File: src/rtl/ser_pkg.sv
// Shared types and line levels for the word serializer.
// The FSM encoding and the fixed start/stop/idle levels live here so the top and the bench agree on them.
package ser_pkg;

  typedef enum logic [1:0] {
    IDLE,
    START,
    DATA,
    STOP
  } ser_state_t;

  localparam logic START_BIT  = 1'b0;
  localparam logic STOP_BIT   = 1'b1;
  localparam logic IDLE_LEVEL = 1'b1;

endpackage

File: src/rtl/word_serializer_if.sv
// Handshake and serial-line bundle for word_serializer.
// The upstream producer uses the master modport; the serializer uses the slave modport.
interface word_serializer_if #(
  parameter int DATA_W = 8
);

  logic [DATA_W-1:0] data_i;
  logic              data_val_i;
  logic              data_rdy_o;
  logic              ser_o;
  logic              busy_o;

  modport master (
    output data_i,
    output data_val_i,
    input  data_rdy_o,
    input  ser_o,
    input  busy_o
  );

  modport slave (
    input  data_i,
    input  data_val_i,
    output data_rdy_o,
    output ser_o,
    output busy_o
  );

endinterface

File: src/rtl/ser_bit_timer.sv
// Free-running bit timer: counts 0..BIT_CYCLES-1 and flags the last clock of each bit.
// clr_i restarts the count so that a new frame begins on a fresh bit boundary.
module ser_bit_timer #(
  parameter int BIT_CYCLES = 4
) (
  input  logic clk_i,
  input  logic rst_i,
  input  logic clr_i,
  output logic bit_end_o
);

  localparam int                 CNT_W    = $clog2(BIT_CYCLES + 1);
  localparam logic [CNT_W-1:0]   CNT_LAST = CNT_W'(BIT_CYCLES - 1);

  logic [CNT_W-1:0] cnt_q;
  logic [CNT_W-1:0] cnt_d;

  assign bit_end_o = (cnt_q == CNT_LAST);

  // NOTE: every variable written in always_comb gets a default first, so no path can infer a latch.
  always_comb begin
    cnt_d = cnt_q + CNT_W'(1);
    if (clr_i || bit_end_o) begin
      cnt_d = '0;
    end
  end

  // NOTE: state flops use non-blocking assignments only; blocking here would race other always_ff readers.
  always_ff @(posedge clk_i) begin
    if (rst_i) begin
      cnt_q <= '0;
    end else begin
      cnt_q <= cnt_d;
    end
  end

endmodule

File: src/rtl/word_serializer.sv
// Parallel-to-serial framer: start bit, DATA_W data bits LSB first, stop bit, each held BIT_CYCLES clocks.
// ser_o comes straight from a flop, so the next line level is computed one cycle ahead in ser_d.
module word_serializer
  import ser_pkg::*;
#(
  parameter int DATA_W     = 8,
  parameter int BIT_CYCLES = 4
) (
  input logic               clk_i,
  input logic               rst_i,
  word_serializer_if.slave  bus
);

  localparam int               IDX_W    = $clog2(DATA_W + 1);
  localparam logic [IDX_W-1:0] IDX_LAST = IDX_W'(DATA_W - 1);

  ser_state_t        state_q, state_d;
  logic [DATA_W-1:0] shreg_q, shreg_d;
  logic [IDX_W-1:0]  idx_q,   idx_d;
  logic              ser_q,   ser_d;
  logic              timer_clr;
  logic              bit_end;

  ser_bit_timer #(
    .BIT_CYCLES (BIT_CYCLES)
  ) u_bit_timer (
    .clk_i     (clk_i),
    .rst_i     (rst_i),
    .clr_i     (timer_clr),
    .bit_end_o (bit_end)
  );

  assign bus.data_rdy_o = (state_q == IDLE);
  assign bus.busy_o     = ~bus.data_rdy_o;
  assign bus.ser_o      = ser_q;

  always_comb begin
    state_d   = state_q;
    shreg_d   = shreg_q;
    idx_d     = idx_q;
    ser_d     = ser_q;
    timer_clr = 1'b0;

    unique case (state_q)
      IDLE: begin
        ser_d = IDLE_LEVEL;
        // Ready is the IDLE decode itself, so valid alone qualifies the accept here.
        if (bus.data_val_i) begin
          shreg_d   = bus.data_i;
          timer_clr = 1'b1;
          state_d   = START;
          ser_d     = START_BIT;
        end
      end
      START: begin
        if (bit_end) begin
          state_d = DATA;
          idx_d   = '0;
          ser_d   = shreg_q[0];
        end
      end
      DATA: begin
        if (bit_end) begin
          if (idx_q == IDX_LAST) begin
            state_d = STOP;
            ser_d   = STOP_BIT;
          end else begin
            idx_d   = idx_q + IDX_W'(1);
            shreg_d = shreg_q >> 1;
            ser_d   = shreg_d[0];
          end
        end
      end
      STOP: begin
        if (bit_end) begin
          state_d = IDLE;
          ser_d   = IDLE_LEVEL;
        end
      end
      default: begin
        state_d = IDLE;
        ser_d   = IDLE_LEVEL;
      end
    endcase
  end

  // NOTE: the shift register is a plain datapath register, so it is cleared on reset like the rest.
  always_ff @(posedge clk_i) begin
    if (rst_i) begin
      state_q <= IDLE;
      shreg_q <= '0;
      idx_q   <= '0;
      ser_q   <= IDLE_LEVEL;
    end else begin
      state_q <= state_d;
      shreg_q <= shreg_d;
      idx_q   <= idx_d;
      ser_q   <= ser_d;
    end
  end

endmodule
File: src/flat_wrapper.sv
// flat-port wrapper written by rule: the top's interface ports become plain ports
module word_serializer_flat import ser_pkg::*;
#(
  parameter int DATA_W     = 8,
  parameter int BIT_CYCLES = 4
)
  (clk_i, rst_i, bus_data_i, bus_data_val_i, bus_data_rdy_o, bus_ser_o, bus_busy_o);
  word_serializer_if #(.DATA_W(DATA_W)) bus_i ();
  input logic clk_i;
  input logic rst_i;
  input wire logic [$bits(bus_i.data_i)-1:0] bus_data_i;
  input wire logic [$bits(bus_i.data_val_i)-1:0] bus_data_val_i;
  output wire logic [$bits(bus_i.data_rdy_o)-1:0] bus_data_rdy_o;
  output wire logic [$bits(bus_i.ser_o)-1:0] bus_ser_o;
  output wire logic [$bits(bus_i.busy_o)-1:0] bus_busy_o;
  assign bus_i.data_i = bus_data_i;
  assign bus_i.data_val_i = bus_data_val_i;
  assign bus_data_rdy_o = bus_i.data_rdy_o;
  assign bus_ser_o = bus_i.ser_o;
  assign bus_busy_o = bus_i.busy_o;
  word_serializer #(.DATA_W(DATA_W), .BIT_CYCLES(BIT_CYCLES)) u_core (.clk_i(clk_i), .rst_i(rst_i), .bus(bus_i));
endmodule
File: config.mk
export PLATFORM = sky130hd
export DESIGN_NAME = word_serializer_flat
export DESIGN_NICKNAME = d
export VERILOG_FILES = /design/src/rtl/ser_pkg.sv /design/src/rtl/word_serializer_if.sv /design/src/rtl/ser_bit_timer.sv /design/src/rtl/word_serializer.sv /design/src/flat_wrapper.sv
export SDC_FILE = /design/constraint.sdc
export NUM_CORES = 1
export LEC_CHECK = 0
export CAP_MARGIN = 0
export CORE_MARGIN = 4
export CORE_UTILIZATION = 47
export CTS_CLUSTER_SIZE = 30
export DETAILED_ROUTE_END_ITERATION = 7
export GPL_ROUTABILITY_DRIVEN = 0
export PLACE_DENSITY = 0.73
export SYNTH_ARGS = -nofsm -noshare
export SYNTH_HDL_FRONTEND = slang
export SYNTH_SLANG_ARGS = --single-unit
File: constraint.sdc
create_clock -name clk_i -period 1.63 [get_ports clk_i]
set_input_delay 0.2445 -clock clk_i [delete_from_list [all_inputs] [get_ports clk_i]]
set_output_delay 0.2445 -clock clk_i [all_outputs]
set_load 0.01 [all_outputs]
==> results.md, run 1 <==
* Status: finished, final reports clean
* Final std cells w/o fill at 150
* DP HPWL at 1510 µm
* Clock Path Buffers at 2
* Fin crit period at 1.54 ns
* Hold path start: u_core.u_bit_timer.cnt_q[0]$_SDFF_PP0_
* Synthesized cell area at 987 µm²
* Post-synthesis xor/xnor area fraction at 0.0177
* CP Capture Type: flip-flop
* Mapped Nets at 117
* Worst Path Arrival at 1.75 ns
* Via-to-Cell Ratio at 5.40
* Vias in the first global route at 731
* Fin Clk Skew at 0.00685 ns
* #FFs+latches synth at 18
* Sequential cell area fraction in the yosys report at 0.365
* Fraction of registers with async set/reset at 0
* Final Net Count at 142
* Final setup fails at 0
* Multiplexer share of the synthesized area at 0.0811
* Fin util at 0.631
* Setup tns final at 0 ns
* Final WL at 2080 µm
* Initial core utilization at 0.498
* Root Buffer: clkbuf_4
* Clk slew on worst S/H paths at 0.11 ns
* First-pass GRT wire length at 3350 µm
* CTS H-tree depth at 1
* Fillers at 167
* Die X at 53.8 µm
* Final hold vios at 0
* Dominant synthesized flop cell: dfxtp_1
* Hold Crit Class: flip-flop to flip-flop
* Slew @ Worst Pin at 0.257 ns
* Post-route setup slack at 0.0919 ns
* Worst skew pair latency at 0.29 ns
* Main combinational cell family by area after synthesis: compound AO/OA/AOI/OAI gates
* Placed cell count at 142
* Antenna violations before repair at 0
* Worst Setup Start Kind: flip-flop
* Drt pass-1 iters at 4
* Post-synth EDFFs at 0
* CTS tree: done
* IO Pins at 14
* Layout area overhead at 26.7%
* Die area at 0.00290 mm²
* Leakage at 0.524 nW
* Yosys cell types at 33
* WHS at 0.432 ns
* Yosys warns at 0
* Average cell area after synthesis at 9.97 µm²
* Port-buffer cells at 13
* Slowest cell on crit path: dfxtp_2
* Reg2reg start: u_core.state_q[1]$_SDFFE_PP0P_
* Critical path cell sequence: inv_1 > ha_1 > buf_4 > o2111a_2 > buf_4 > a211oi_2
* Post-Syn Instances at 99
* Worst-path fanout max at 7
* Compound-Gate Fraction of Synth Area at 0.207
* Overall Power at 2.18 mW
* Total Routing Usage GR at 0.159
* DIE HEIGHT at 53.8 µm
* CTS Buf Count at 3
* Max-cap check violation count at 0
* # diodes at 0
* Antenna Nets Post-Route at 0
* Design Area, Final at 0.00125 mm²
* CP Launch Point: u_core.state_q[1]$_SDFFE_PP0P_
* Cell Rows at 16
* Clk sinks at 18
* Dpl ws at -0.0441 ns
* Largest net degree at the start of global routing at 16
* Vias at 810
* Placed Area at 0.00117 mm²
* Setup CP Type: flip-flop to flip-flop
* Crit path top cell by count: buf_4
* Post-synthesis simple-gate area fraction at 0.165
* Layout cells sized above 1 at 0.260
* Total gr overflow at 0
* F_max at 650 MHz
* Largest stage delay, worst path at 0.36 ns
* WP data required at 1.84 ns
* Ratio of total power to cell area at 1740 mW/mm²
* Slew headroom at 0.828
* Detailed Route Iter0 Violations at 18
* Max VDD drop at 1.26 mV
* Final Max Slew Viols at 0
* Drt drc at 0
* Core area at 0.00198 mm²
* Adder-cell area share of the yosys netlist at 0.0887
* Fin crit share at 0.944
* Avg WL per Cell at 13.9 µm
[registers in the layout, indices dropped and copies added (netlist names)]
name                      flops
u_core.bus.ser_o              1
u_core.shreg_q                8
u_core.u_bit_timer.cnt_q      3
u_core.idx_q                  4
u_core.state_q                2
[synthesized netlist by cell type (3+ instances only)]
master | count | area share
dfxtp_1 | 18 | 0.37
nor2_1 | 11 | 0.042
mux2i_1 | 8 | 0.081
ha_1 | 7 | 0.089
inv_1 | 6 | 0.023
nand2_1 | 6 | 0.023
a211oi_1 | 4 | 0.030
a211oi_2 | 4 | 0.051
nand2b_1 | 3 | 0.019
nor2_2 | 3 | 0.019
[final timing paths]
check	end	slack [ns]	cells after the start
hold / removal	u_core.u_bit_timer.cnt_q[0]$_SDFF_PP0_	0.43	1
hold reg to reg	u_core.u_bit_timer.cnt_q[0]$_SDFF_PP0_	0.43	1
setup reg to reg	u_core.shreg_q[6]$_SDFFE_PP0P_	0.09	6
setup / recovery	u_core.shreg_q[6]$_SDFFE_PP0P_	0.09	6
[report_power, final]
part,internal (mW),leakage (nW),switching [mW]
combinational,0.620,0.355,0.648
clock,0.136,0.0210,0.139
sequential,0.565,0.148,0.0693
total,1.32,0.524,0.856
[placed cells by master (no fill, tap or decap), drive strengths merged, types with 2 or more instances in the layout]
cell	Yosys	layout
clkdlybuf4s50	0	11
o2111ai	2	2
nand4b	2	2
dfxtp	18	18
nor2	14	14
dlygate4sd2	0	2
nand2b	3	3
a211oi	8	8
a21oi	2	2
buf	5	12
ha	7	7
nand2	6	6
mux2i	8	8
o2111a	1	2
xor2	2	2
inv	6	6
clkbuf	1	4
o21ai	2	2
o21a	2	2
[per-layer routing]
layer / up-vias / wire length, µm / global-route usage
li1: 404 / - / -
met1: 385 / 960 / 0.217
met2: 17 / 1020 / 0.242
met3: 4 / 76 / 0.0471
met4: 0 / 25 / 0.0426
met5: - / 0 / 0
[critical path, delay by kind of cell (launching register included)]
family          cells  cell delay [ns]
compound gates      2             0.49
flops               1             0.36
buf+inv             3             0.39
fa+ha+maj           1             0.21
[cells by family (layout without fill, tap and decap cells)]
group | Yosys count | in the layout
XOR/XNOR | 2 | 2
adder cells (fa/ha/maj) | 7 | 7
multiplexers | 8 | 8
AO/OA/AOI/OAI | 23 | 24
flip-flops | 18 | 18
AND/OR/NAND/NOR | 29 | 29
buffers and inverters | 12 | 35
[layout make-up]
type	count	area, µm²	area share
clock buffers	4	36.3	0.0290
inverters	6	22.5	0.0180
multi-input cells	70	579	0.463
flip-flops and latches	18	362	0.289
well taps	27	33.8	0.0270
repair buffers	25	218	0.174
[timing repair]
item,in CTS,in global routing
buffers inserted,0,3
hold buffers,0,0
gates cloned,0,1
gates resized for setup,3,4
setup endpoints to repair,3,8
pin swaps,1,2
Power figures use the tool's default switching activity.
==> run 2: changes to the inputs <==
Settings changed: CORE_ASPECT_RATIO set to 1.25.
==> results.md, run 2 (synthesis gave the netlist of run 1 again) <==
* Detailed Route Iter0 Violations at 21
* Setup CP Type: flip-flop to output port
* Final Net Count at 142
* Final hold vios at 0
* Avg WL per Cell at 14.0 µm
* Hold_buf cts at 0
* Via-to-Cell Ratio at 5.65
* Clock Path Buffers at 2
* RSZ-0062 raised after global routing: true
* Worst skew pair latency at 0.30 ns
* Final WL at 2010 µm
* Clk slew on worst S/H paths at 0.11 ns
* Fin crit period at 1.56 ns
* Max VDD drop at 1.04 mV
* Max-cap check violation count at 0
* Largest net degree at the start of global routing at 16
* DP HPWL at 1480 µm
* Drt drc at 0
* Fin crit share at 0.960
* Die area at 0.00290 mm²
* Leakage at 0.528 nW
* Cell Rows at 18
* Worst Path Arrival at 1.32 ns
* Max FFs per register at 8
* Final Max Slew Viols at 0
* Root Buffer: clkbuf_4
* CP Capture Type: output port
* Worst-path fanout max at 8
* F_max at 639 MHz
* Vias at 808
* Worst Setup Start Kind: flip-flop
* DIE HEIGHT at 59.2 µm
* Layout cells sized above 1 at 0.252
* Port-buffer cells at 13
* Core area at 0.00198 mm²
* Most flops, register: u_core.shreg_q
* First-pass GRT wire length at 3410 µm
* Slew @ Worst Pin at 0.319 ns
* Ratio of total power to cell area at 1740 mW/mm²
* Drt pass-1 iters at 4
* Placed Area at 0.00116 mm²
* Fillers at 172
* Post-route setup slack at 0.0660 ns
* IO Pins at 14
* Die X at 49.0 µm
* Antenna Nets Post-Route at 0
* Antenna violations before repair at 0
* Layout area overhead at 27.6%
* # diodes at 0
* CTS Buf Count at 3
* Total Routing Usage GR at 0.152
* Fin util at 0.636
* WHS at 0.426 ns
* Dpl ws at 0.0487 ns
* Commonest non-fill, non-tap cell in the layout: dfxtp_1
* Clk sinks at 18
* Status: finished, final reports clean
* CTS tree: done
* Fin Clk Skew at 0.00319 ns
* Design Area, Final at 0.00126 mm²
* Total gr overflow at 0
* Largest registers: u_core.shreg_q (8), u_core.idx_q (4), u_core.u_bit_timer.cnt_q (3)
* Hold Crit Class: flip-flop to flip-flop
* Final setup fails at 0
* CTS H-tree depth at 1
* Most frequent cells in the layout: dfxtp_1 (17), buf_4 (12), nor2_1 (11), clkdlybuf4s50_1 (11), mux2i_1 (8)
* Vias in the first global route at 814
* Initial core utilization at 0.498
* Slew headroom at 0.787
* WP data required at 1.39 ns
-- run 2: where the power goes --
part	switching (mW)	internal (mW)	total [mW]
Sequential	0.0629	0.564	0.627
Combinational	0.644	0.636	1.28
Clock	0.149	0.136	0.285
-- run 2: worst max-delay path, stage by stage, from the launching register on --
cell and delay, ns:
dfxtp_1 0.33, inv_1 0.15, ha_4 0.22, inv_1 0.04
dlygate4sd2_1 0.27
-- run 2: final cells by class --
type                       count  area, µm²  area share
multi-input combinational     70        597       0.474
tap                           20       25.0      0.0199
sequential                    18        362       0.287
timing repair buffer          25        218       0.173
clock buffer                   4       36.3      0.0288
inverter                       6       22.5      0.0179
-- run 2: final timing paths --
kind / from / to / slack (ns) / cells past startpoint
max: u_core.state_q[0]$_SDFFE_PP0P_ / bus_busy_o / 0.07 / 4
min: u_core.u_bit_timer.cnt_q[0]$_SDFF_PP0_ / u_core.u_bit_timer.cnt_q[0]$_SDFF_PP0_ / 0.43 / 1
max reg2reg: u_core.state_q[0]$_SDFFE_PP0P_ / u_core.shreg_q[6]$_SDFFE_PP0P_ / 0.11 / 6
min reg2reg: u_core.u_bit_timer.cnt_q[0]$_SDFF_PP0_ / u_core.u_bit_timer.cnt_q[0]$_SDFF_PP0_ / 0.43 / 1
-- run 2: per-stage QoR --
stage	total power, mW	instances	setup TNS (ns)
global route	2.37	143	-0.00215
finish	2.19	143	0
CTS	2.08	141	0
detailed placement	1.76	136	0
global placement	1.72	136	0
floorplan	1.53	99	0
-- run 2: per-layer routing --
layer | global-route usage | up-vias | share of wire
met1 | 0.162 | 371 | 0.43
li1 | - | 411 | -
met2 | 0.271 | 21 | 0.50
met4 | 0.0962 | 0 | 0.023
met5 | 0 | - | 0
met3 | 0.0353 | 5 | 0.047
-- run 2: timing repair --
action                     4_1_cts  5_1_grt
hold endpoints to repair         0        0
buffers inserted                 1        1
pin swaps                        1        2
gates cloned                     0        1
setup endpoints to repair        2        5
gates resized for setup          6        2
